File: src/rtl/ysyx_22040931_bpu_pkg.sv
// Shared constants for the fetch-side branch predictor: bus width,
// BTB depth and the 2-bit saturating counter encodings.
package ysyx_22040931_bpu_pkg;

    localparam int PC_BUS      = 64;
    localparam int BTB_ENTRIES = 16;

    localparam logic [1:0] CTR_SNT = 2'b00;
    localparam logic [1:0] CTR_WNT = 2'b01;
    localparam logic [1:0] CTR_WT  = 2'b10;
    localparam logic [1:0] CTR_ST  = 2'b11;

endpackage

File: src/rtl/ysyx_22040931_bpu_sat_ctr2.sv
// 2-bit saturating counter next-state: increments on taken, decrements on
// not-taken, clamped to strongly-not-taken / strongly-taken.
module ysyx_22040931_sat_ctr2
    import ysyx_22040931_bpu_pkg::*;
(
    input  logic [1:0] ctr,
    input  logic       taken,
    output logic [1:0] ctr_nxt
);

    always_comb begin
        // NOTE: default first so every path assigns ctr_nxt and no latch is inferred.
        ctr_nxt = ctr;
        if (taken) begin
            if (ctr != CTR_ST) ctr_nxt = ctr + 2'd1;
        end else begin
            if (ctr != CTR_SNT) ctr_nxt = ctr - 2'd1;
        end
    end

endmodule

File: src/rtl/ysyx_22040931_bpu.sv
// Direct-mapped BTB with 2-bit counters: registered next-PC guess for IF,
// trained by resolved B-type outcomes from EX.
module ysyx_22040931_bpu
    import ysyx_22040931_bpu_pkg::*;
#(
    parameter int ENTRIES = BTB_ENTRIES,
    parameter int IDX_W   = 4,
    parameter int TAG_W   = 8,
    parameter int PC_W    = PC_BUS
) (
    input  logic            clk,
    input  logic            rst_n,
    input  logic            req_valid,
    input  logic [PC_W-1:0] req_pc,
    input  logic            stall,
    input  logic            flush,
    output logic            pred_valid,
    output logic            pred_taken,
    output logic [PC_W-1:0] pred_target,
    input  logic            upd_valid,
    input  logic [PC_W-1:0] upd_pc,
    input  logic            upd_taken,
    input  logic [PC_W-1:0] upd_target
);

    logic             v_q   [ENTRIES];
    logic [1:0]       ctr_q [ENTRIES];
    logic [TAG_W-1:0] tag_q [ENTRIES];
    logic [PC_W-1:0]  tgt_q [ENTRIES];

    logic [IDX_W-1:0] req_idx, upd_idx;
    logic [TAG_W-1:0] req_tag, upd_tag;
    logic             req_hit, upd_hit, req_taken;
    logic [1:0]       upd_ctr_nxt;
    logic             pc_bits_unused;

    assign req_idx = req_pc[IDX_W+1:2];
    assign req_tag = req_pc[IDX_W+TAG_W+1:IDX_W+2];
    assign upd_idx = upd_pc[IDX_W+1:2];
    assign upd_tag = upd_pc[IDX_W+TAG_W+1:IDX_W+2];

    // Upper PC bits and the halfword offset play no part in indexing or tagging.
    assign pc_bits_unused = ^{upd_pc[PC_W-1:IDX_W+TAG_W+2], upd_pc[1:0]};

    assign req_hit   = v_q[req_idx] && (tag_q[req_idx] == req_tag);
    assign req_taken = req_hit && ctr_q[req_idx][1];
    assign upd_hit   = v_q[upd_idx] && (tag_q[upd_idx] == upd_tag);

    ysyx_22040931_sat_ctr2 u_sat_ctr2 (
        .ctr     (ctr_q[upd_idx]),
        .taken   (upd_taken),
        .ctr_nxt (upd_ctr_nxt)
    );

    // NOTE: sequential state uses non-blocking assignments so a same-edge
    // lookup reads the pre-update entry, which is exactly the no-bypass rule.
    always_ff @(posedge clk or negedge rst_n) begin
        if (!rst_n) begin
            for (int i = 0; i < ENTRIES; i++) begin
                v_q[i]   <= 1'b0;
                ctr_q[i] <= CTR_WNT;
            end
        end else if (upd_valid) begin
            if (upd_hit) begin
                ctr_q[upd_idx] <= upd_ctr_nxt;
            end else if (upd_taken) begin
                v_q[upd_idx]   <= 1'b1;
                ctr_q[upd_idx] <= CTR_WT;
            end
        end
    end

    // NOTE: tag/target storage is left unreset; v_q masks it until first allocation.
    always_ff @(posedge clk) begin
        if (upd_valid && upd_taken) begin
            tag_q[upd_idx] <= upd_tag;
            tgt_q[upd_idx] <= upd_target;
        end
    end

    // Flush outranks stall; stall freezes every prediction register.
    always_ff @(posedge clk or negedge rst_n) begin
        if (!rst_n) begin
            pred_valid  <= 1'b0;
            pred_taken  <= 1'b0;
            pred_target <= '0;
        end else if (flush) begin
            pred_valid <= 1'b0;
        end else if (!stall) begin
            if (req_valid) begin
                pred_valid  <= 1'b1;
                pred_taken  <= req_taken;
                pred_target <= req_taken ? tgt_q[req_idx] : req_pc + PC_W'(4);
            end else begin
                pred_valid <= 1'b0;
            end
        end
    end

endmodule

File: config.mk
export PLATFORM = sky130hd
export DESIGN_NAME = ysyx_22040931_bpu
export DESIGN_NICKNAME = d
export VERILOG_FILES = /design/src/rtl/ysyx_22040931_bpu_pkg.sv /design/src/rtl/ysyx_22040931_bpu_sat_ctr2.sv /design/src/rtl/ysyx_22040931_bpu.sv
export SDC_FILE = /design/constraint.sdc
export NUM_CORES = 2
export LEC_CHECK = 0
export BUFFER_PORTS_ARGS = -buffer_cell sky130_fd_sc_hd__buf_2
export CAP_MARGIN = 20
export CELL_PAD_IN_SITES_DETAIL_PLACEMENT = 0
export CELL_PAD_IN_SITES_GLOBAL_PLACEMENT = 1
export CORE_MARGIN = 2
export CORE_UTILIZATION = 49
export DETAILED_ROUTE_END_ITERATION = 8
export PLACE_DENSITY = 0.83
export SLEW_MARGIN = 10
export SYNTH_ARGS = -nofsm -noshare
export SYNTH_HDL_FRONTEND = slang
export SYNTH_SLANG_ARGS = --single-unit
File: constraint.sdc
create_clock -name clk -period 2.4 [get_ports clk]
set_input_delay 0.36 -clock clk [delete_from_list [all_inputs] [get_ports clk]]
set_output_delay 0.36 -clock clk [all_outputs]
set_load 0.01 [all_outputs]
* Yosys cells after proc, flatten, opt, wreduce, memory -nomap -nowiden
Memory sizes are Yosys's and may differ from the RTL's.
Index checks and enable logic that the tools add are counted.
W data, S select, Z words.
** Operators by class
- Reductions and logical operators :: 10
- Mux-type cells :: 28
- Magnitude comparators :: 3
- Equality and inequality tests :: 4
- Bitwise operators :: 9
- Add/subtract/negate cells :: 3
** Operator list (count)
- $add A64 B3 Y64 const B :: 1
- $mux W32 :: 2
- $mux W64 :: 1
- $bwmux W32 :: 1
- $or A16 B16 Y16 :: 2
- $and A16 B16 Y16 :: 1
- $bmux W2 S4 :: 2
- $eq A8 B8 Y1 :: 2
- $mux W2 :: 8
- $not A16 Y16 :: 1
- $ge A5 B5 Y1 const B :: 2
- $mux W1 :: 10
- $not A4 Y5 :: 2
- $bmux W1 S4 :: 2
- $demux W2 S4 :: 1
- $reduce_and A3 Y1 :: 2
- $logic_and A1 B1 Y1 :: 5
- $lt A5 B1 Y1 const B :: 1
- $demux W1 S4 :: 1
- $reduce_bool A2 Y1 :: 2
- $not A1 Y1 :: 3
- $add A2 B1 Y2 const B :: 1
- $ne A2 B1 Y1 const B :: 1
- $ne A2 B2 Y1 const B :: 1
- 2 further kinds :: 2
** Word-level totals
- Input bits :: 199
- Register bits after elaboration :: 114
- Word-level logic and storage cells :: 94
- Output and inout bits :: 66
- Memory bits (writable) :: 1152
- Memories :: 2
** Memory list
- tgt_q :: depth 16, bits a word 64, rd ports 1, clocked after memory_dff 0, wr ports 1, line ysyx_22040931_bpu.sv:29 : logic [PC_W-1:0] tgt_q [ENTRIES];
- tag_q :: depth 16, bits a word 8, rd ports 2, clocked after memory_dff 0, wr ports 1, line ysyx_22040931_bpu.sv:28 : logic [TAG_W-1:0] tag_q [ENTRIES];

* Longest topological paths before layout
- Word-level depth :: 9
- Mapped depth :: 14
- Depth with buffers taken out :: 9

* Modules after synthesis
From an unflattened synthesis, not the netlist that was laid out.
** Second synthesis, totals
- Cell total of the unflattened synthesis :: 2480
- Area total of the unflattened synthesis :: 51504.4 sq um
** By module, submodules not included
- ysyx_22040931_bpu :: cells each 2477, sequential area each 37465.9 sq um, instances 1, area each 51478.1 sq um
- ysyx_22040931_sat_ctr2 :: cells each 3, sequential area each 0.0 sq um, instances 1, area each 26.3 sq um

* Worst setup path after synthesis
Ideal clock, no wire load.
- Path kind :: input -> register
- Start point :: in upd_pc[2]
- End point :: mem tag_q[7][0] (enable)
- Path buffers :: 3
- Cell stages on the path :: 5
- Library setup time :: 0.503 ns
- Arrival :: 4.513 ns
- Path slack :: -2.616 ns
- Cells stage by stage :: buf_2 buf_2 buf_1 nand4_1 nor2_1
** RTL lines
- start, declared :: line ysyx_22040931_bpu.sv:21 : input logic [PC_W-1:0] upd_pc,
- end, declared :: line ysyx_22040931_bpu.sv:28
Straight into the memory's write port.

==> impl_metrics.prom <==
# TYPE chip_impl_metric gauge
chip_impl_metric{name="fin_setup_tns",unit="ns"} -40.95
chip_impl_metric{name="antenna_violating_nets_post_route",unit=""} 0
chip_impl_metric{name="async_reset_ff_share",unit="%"} 9.00
chip_impl_metric{name="hold-worst-slack",unit="ns"} 0.0412
chip_impl_metric{name="via_count",unit=""} 28700
chip_impl_metric{name="vertical_die_dimension",unit="um"} 328
chip_impl_metric{name="grt_pass1_wl",unit="um"} 199000
chip_impl_info{name="crit_chain",value="mux4_2 > mux2i_2 > xnor2_1 > nor3_2 > nand4_1 > a211oi_4 > buf_12 > buf_16 > buf_12 > mux2i_4 > o21ai_2"} 1
chip_impl_metric{name="switching_power",unit="mW"} 10.5
chip_impl_metric{name="routed_wirelength",unit="um"} 136000
chip_impl_metric{name="hold_viol",unit=""} 0
chip_impl_info{name="critical_path.slowest_cell",value="sky130_fd_sc_hd__mux4_2"} 1
chip_impl_metric{name="gp_congestion",unit=""} 0.907
chip_impl_metric{name="detail_route.wl_per_cell",unit="um"} 29.4
chip_impl_info{name="clock_tree_from_tritoncts",value="yes"} 1
chip_impl_metric{name="max-slew-margin-rel",unit="%"} 38.3
chip_impl_metric{name="drc_marker_count_from_the_first_detailed_route_iteration",unit=""} 3618
chip_impl_info{name="synth_top_cell_by_area",value="sky130_fd_sc_hd__edfxtp_1"} 1
chip_impl_metric{name="floorplan.initialDensity",unit="%"} 49.5
chip_impl_metric{name="worst_path_max_fanout",unit=""} 8
chip_impl_metric{name="p_leak",unit="nW"} 21.3
chip_impl_metric{name="synth-edff-count",unit=""} 1152
chip_impl_metric{name="netSwitchingFraction",unit="%"} 22.0
chip_impl_info{name="clockRootBuffer",value="sky130_fd_sc_hd__clkbuf_16"} 1
chip_impl_metric{name="drv.max_cap_violation_count",unit=""} 0
chip_impl_metric{name="timing.final.ws_setup",unit="ns"} -0.539
chip_impl_metric{name="grt_overflow_total",unit=""} 0
chip_impl_metric{name="ir_drop",unit="mV"} 0.523
chip_impl_metric{name="worst_ep_required_time",unit="ns"} 3.00
chip_impl_info{name="critical_path.top_delay_family",value="multiplexers"} 1
chip_impl_metric{name="ys_warn_count",unit=""} 0
chip_impl_metric{name="grt_start_max_net_pins",unit=""} 141
chip_impl_metric{name="ys_types",unit=""} 63
chip_impl_metric{name="seqCellArea",unit="um^2"} 37500
chip_impl_info{name="outcome",value="complete, but fails checks"} 1
chip_impl_metric{name="antenna_violations_before_repair",unit=""} 11
chip_impl_metric{name="fraction_of_the_yosys_area_taken_by_sequential_cells",unit="%"} 73.0
chip_impl_info{name="hold_path.class",value="in2reg"} 1
chip_impl_metric{name="portBuffers",unit=""} 212
chip_impl_metric{name="nets_in_the_synthesized_netlist",unit=""} 2703
chip_impl_metric{name="detail_route.vias_per_cell",unit=""} 6.18
chip_impl_metric{name="synth_area_per_cell",unit="um^2"} 20.5
chip_impl_info{name="synth.area.top_cells",value="sky130_fd_sc_hd__edfxtp_1 67%, sky130_fd_sc_hd__mux4_2 16%, sky130_fd_sc_hd__dfrtp_1 4.8%"} 1
chip_impl_metric{name="synth_seq_cells",unit=""} 1266
chip_impl_metric{name="post-dp-hpwl",unit="um"} 85200
chip_impl_metric{name="p_seq_share",unit="%"} 51.9
chip_impl_metric{name="deepest_clock_path_buffer_count",unit=""} 3
chip_impl_metric{name="clock-sinks",unit=""} 1266
chip_impl_metric{name="final-max-slew-violation-count",unit=""} 0
chip_impl_metric{name="areaGrowthSynthToFinish",unit="%"} 22.8
chip_impl_metric{name="n_fill_cell",unit=""} 7092
chip_impl_metric{name="syn-cell-area",unit="um^2"} 51300
chip_impl_metric{name="power_per_cell_area",unit="nW/um^2"} 760
chip_impl_metric{name="internal_power",unit="mW"} 37.4
chip_impl_info{name="dominantRegCellSynth",value="sky130_fd_sc_hd__edfxtp_1"} 1
chip_impl_metric{name="share_of_total_power_in_combinational_logic",unit="%"} 7.3
chip_impl_info{name="worst_path_most_repeated_cell",value="sky130_fd_sc_hd__buf_12"} 1
chip_impl_metric{name="num_io_pins",unit=""} 265
chip_impl_metric{name="firstDrtPassIters",unit=""} 6
chip_impl_metric{name="cp.buffers_inverters",unit=""} 3
chip_impl_info{name="grt_setup_unrepaired",value="yes"} 1
chip_impl_info{name="worstSetupEndpointType",value="register"} 1
chip_impl_info{name="critPathKind",value="reg2reg"} 1
chip_impl_info{name="crit_path_start_kind",value="register"} 1
chip_impl_metric{name="cts.htree.levels",unit=""} 4
chip_impl_info{name="failing_checks",value="setup timing"} 1
chip_impl_metric{name="max_stage_delay",unit="ns"} 0.49
chip_impl_metric{name="max_slew.worst_pin.slew",unit="ns"} 0.925
chip_impl_metric{name="worst-endpoint-arrival",unit="ns"} 3.54
chip_impl_metric{name="design.die.area",unit="um^2"} 107000
chip_impl_metric{name="die_x",unit="um"} 328
chip_impl_info{name="ys_top_cells_by_count",value="1152 x sky130_fd_sc_hd__edfxtp_1, 372 x sky130_fd_sc_hd__mux4_2, 117 x sky130_fd_sc_hd__mux2i_1"} 1
chip_impl_metric{name="multiInputGateArea",unit="um^2"} 13500
chip_impl_info{name="synthMostInstantiatedCell",value="sky130_fd_sc_hd__edfxtp_1"} 1
chip_impl_metric{name="worst_skew_pair.late_latency",unit="ns"} 0.74
chip_impl_metric{name="part_of_the_power_in_the_clock_network",unit="%"} 40.8
chip_impl_metric{name="layout.nets",unit=""} 3346
chip_impl_metric{name="track_usage",unit="%"} 25.6
chip_impl_metric{name="post-route-drc-count",unit=""} 0
chip_impl_metric{name="fin_crit_sh",unit="%"} 122
chip_impl_metric{name="post-synth-top-area-fraction",unit="%"} 67.4
chip_impl_metric{name="design.core.area",unit="um^2"} 104000
chip_impl_metric{name="final-setup-viol-count",unit=""} 113
chip_impl_metric{name="cts_made_buffers",unit=""} 131
chip_impl_metric{name="final_period_demand_of_the_worst_path",unit="ns"} 2.94
chip_impl_metric{name="finClkSkew",unit="ns"} 0.0271
chip_impl_metric{name="syn_inst",unit=""} 2503
chip_impl_metric{name="fmax",unit="MHz"} 340
chip_impl_metric{name="core.rowCount",unit=""} 118
chip_impl_metric{name="grt_pass1_vias",unit=""} 29300
chip_impl_metric{name="post_route_cells_drive_above_1_share",unit="%"} 38.2
chip_impl_metric{name="clk_pin_slew_worst_paths",unit="ns"} 0.07
worst paths after layout:
kind / startpoint / end / slack, ns / cells after the start
worst max register to register: tag_q[15][6]$_DFFE_PP_ / pred_target[29]$_DFFE_PN0P_ / -0.54 / 11
max in group asynchronous: rst_n / pred_target[0]$_DFFE_PN0P_ / 1.52 / 3
worst min register to register: pred_target[11]$_DFFE_PN0P_ / pred_target[11]$_DFFE_PN0P_ / 0.48 / 2
worst min-delay path: req_pc[63] / pred_target[63]$_DFFE_PN0P_ / 0.04 / 4
worst max-delay path: tag_q[15][6]$_DFFE_PP_ / pred_target[29]$_DFFE_PN0P_ / -0.54 / 11
min in group asynchronous: rst_n / ctr_q[7]$_DFFE_PN0P_ / 0.14 / 2
stage by stage:
step,instance area (um^2),std cells,util (%),worst slack [ns],total power [mW]
CTS,62900,4625,60.7,-0.512,48.1
floorplan,51500,2503,-,-0.654,27.0
global placement,57600,4310,55.6,-0.797,28.5
global route,63000,4631,60.8,-0.659,49.2
detailed placement,57600,4310,55.6,-0.846,28.6
finish,63000,4633,60.8,-0.539,47.9
what timing repair did:
item	CTS	global route
resized for setup	73	31
hold buffers	68	0
endpoints found under the hold margin	1020	0
setup endpoints to repair	113	113
pin swaps	27	27
setup buffers	7	4
gates cloned	6	1
worst register-to-register path, cell delays in order, from the launching register on:
cell                       delay (ns)
sky130_fd_sc_hd__edfxtp_1        0.39
sky130_fd_sc_hd__mux4_2          0.49
sky130_fd_sc_hd__mux2i_2         0.21
sky130_fd_sc_hd__xnor2_1         0.13
sky130_fd_sc_hd__nor3_2          0.26
sky130_fd_sc_hd__nand4_1         0.18
sky130_fd_sc_hd__a211oi_4        0.31
sky130_fd_sc_hd__buf_12          0.16
sky130_fd_sc_hd__buf_16          0.19
sky130_fd_sc_hd__buf_12          0.17
sky130_fd_sc_hd__mux2i_4         0.24
sky130_fd_sc_hd__o21ai_2         0.08
routing by layer:
metal | up-vias | wire length, um | track usage [%]
met4 | 10 | 4440 | 8.31
met1 | 14900 | 51800 | 35.3
met2 | 1750 | 67200 | 41.6
met3 | 297 | 12900 | 5.04
met5 | - | 70 | 0
li1 | 11700 | - | -
placed cells by master, fill, tap and decap left out, types with 55 or more instances in the layout:
cell type                       instances
sky130_fd_sc_hd__edfxtp_1            1152
sky130_fd_sc_hd__clkbuf_16            133
sky130_fd_sc_hd__xnor2_1               55
sky130_fd_sc_hd__buf_4                245
sky130_fd_sc_hd__mux4_2               372
sky130_fd_sc_hd__dfrtp_1               98
sky130_fd_sc_hd__buf_2                207
sky130_fd_sc_hd__mux2i_1              106
sky130_fd_sc_hd__nand2_1              101
sky130_fd_sc_hd__buf_12               108
sky130_fd_sc_hd__dlygate4sd3_1         68
final cells by class:
| cell class | count | share of cell area (%) |
|---|---|---|
| Clock inverter | 60 | 0.919 |
| Timing Repair Buffer | 649 | 9.62 |
| Antenna cell | 6 | 0.0238 |
| Sequential cell | 1266 | 59.4 |
| Tap cell | 1380 | 2.74 |
| Multi-Input combinational cell | 1073 | 21.5 |
| Inverter | 25 | 0.149 |
| Clock buffer | 174 | 5.63 |
power groups by stage:
stage	clock [mW]	combinational [mW]	sequential (mW)
after floorplan	0	1.71	25.3
after global placement	0	3.22	25.3
after detailed placement	0	3.31	25.3
after CTS	19.8	3.47	24.9
after global routing	20.6	3.71	24.9
final	19.6	3.47	24.9
state kept, by name, summed over array words and instances (netlist names):
signal and flops:
tgt_q 1024, tag_q 128, pred_target 64, ctr_q 32
v_q 16, pred_taken 1, pred_valid 1
kinds of logic after synthesis:
| kind of cell | share of synthesized area, % |
|---|---|
| adders and majority gates | 0.0439 |
| muxes | 18.8 |
| AOI/OAI and AO/OA | 2.43 |
| xor gates and xnor gates | 1.45 |
| DFF | 73.0 |
| buffers and inverters | 1.49 |
| and+or+nand+nor | 2.73 |
(Power assumes the default switching activity.)
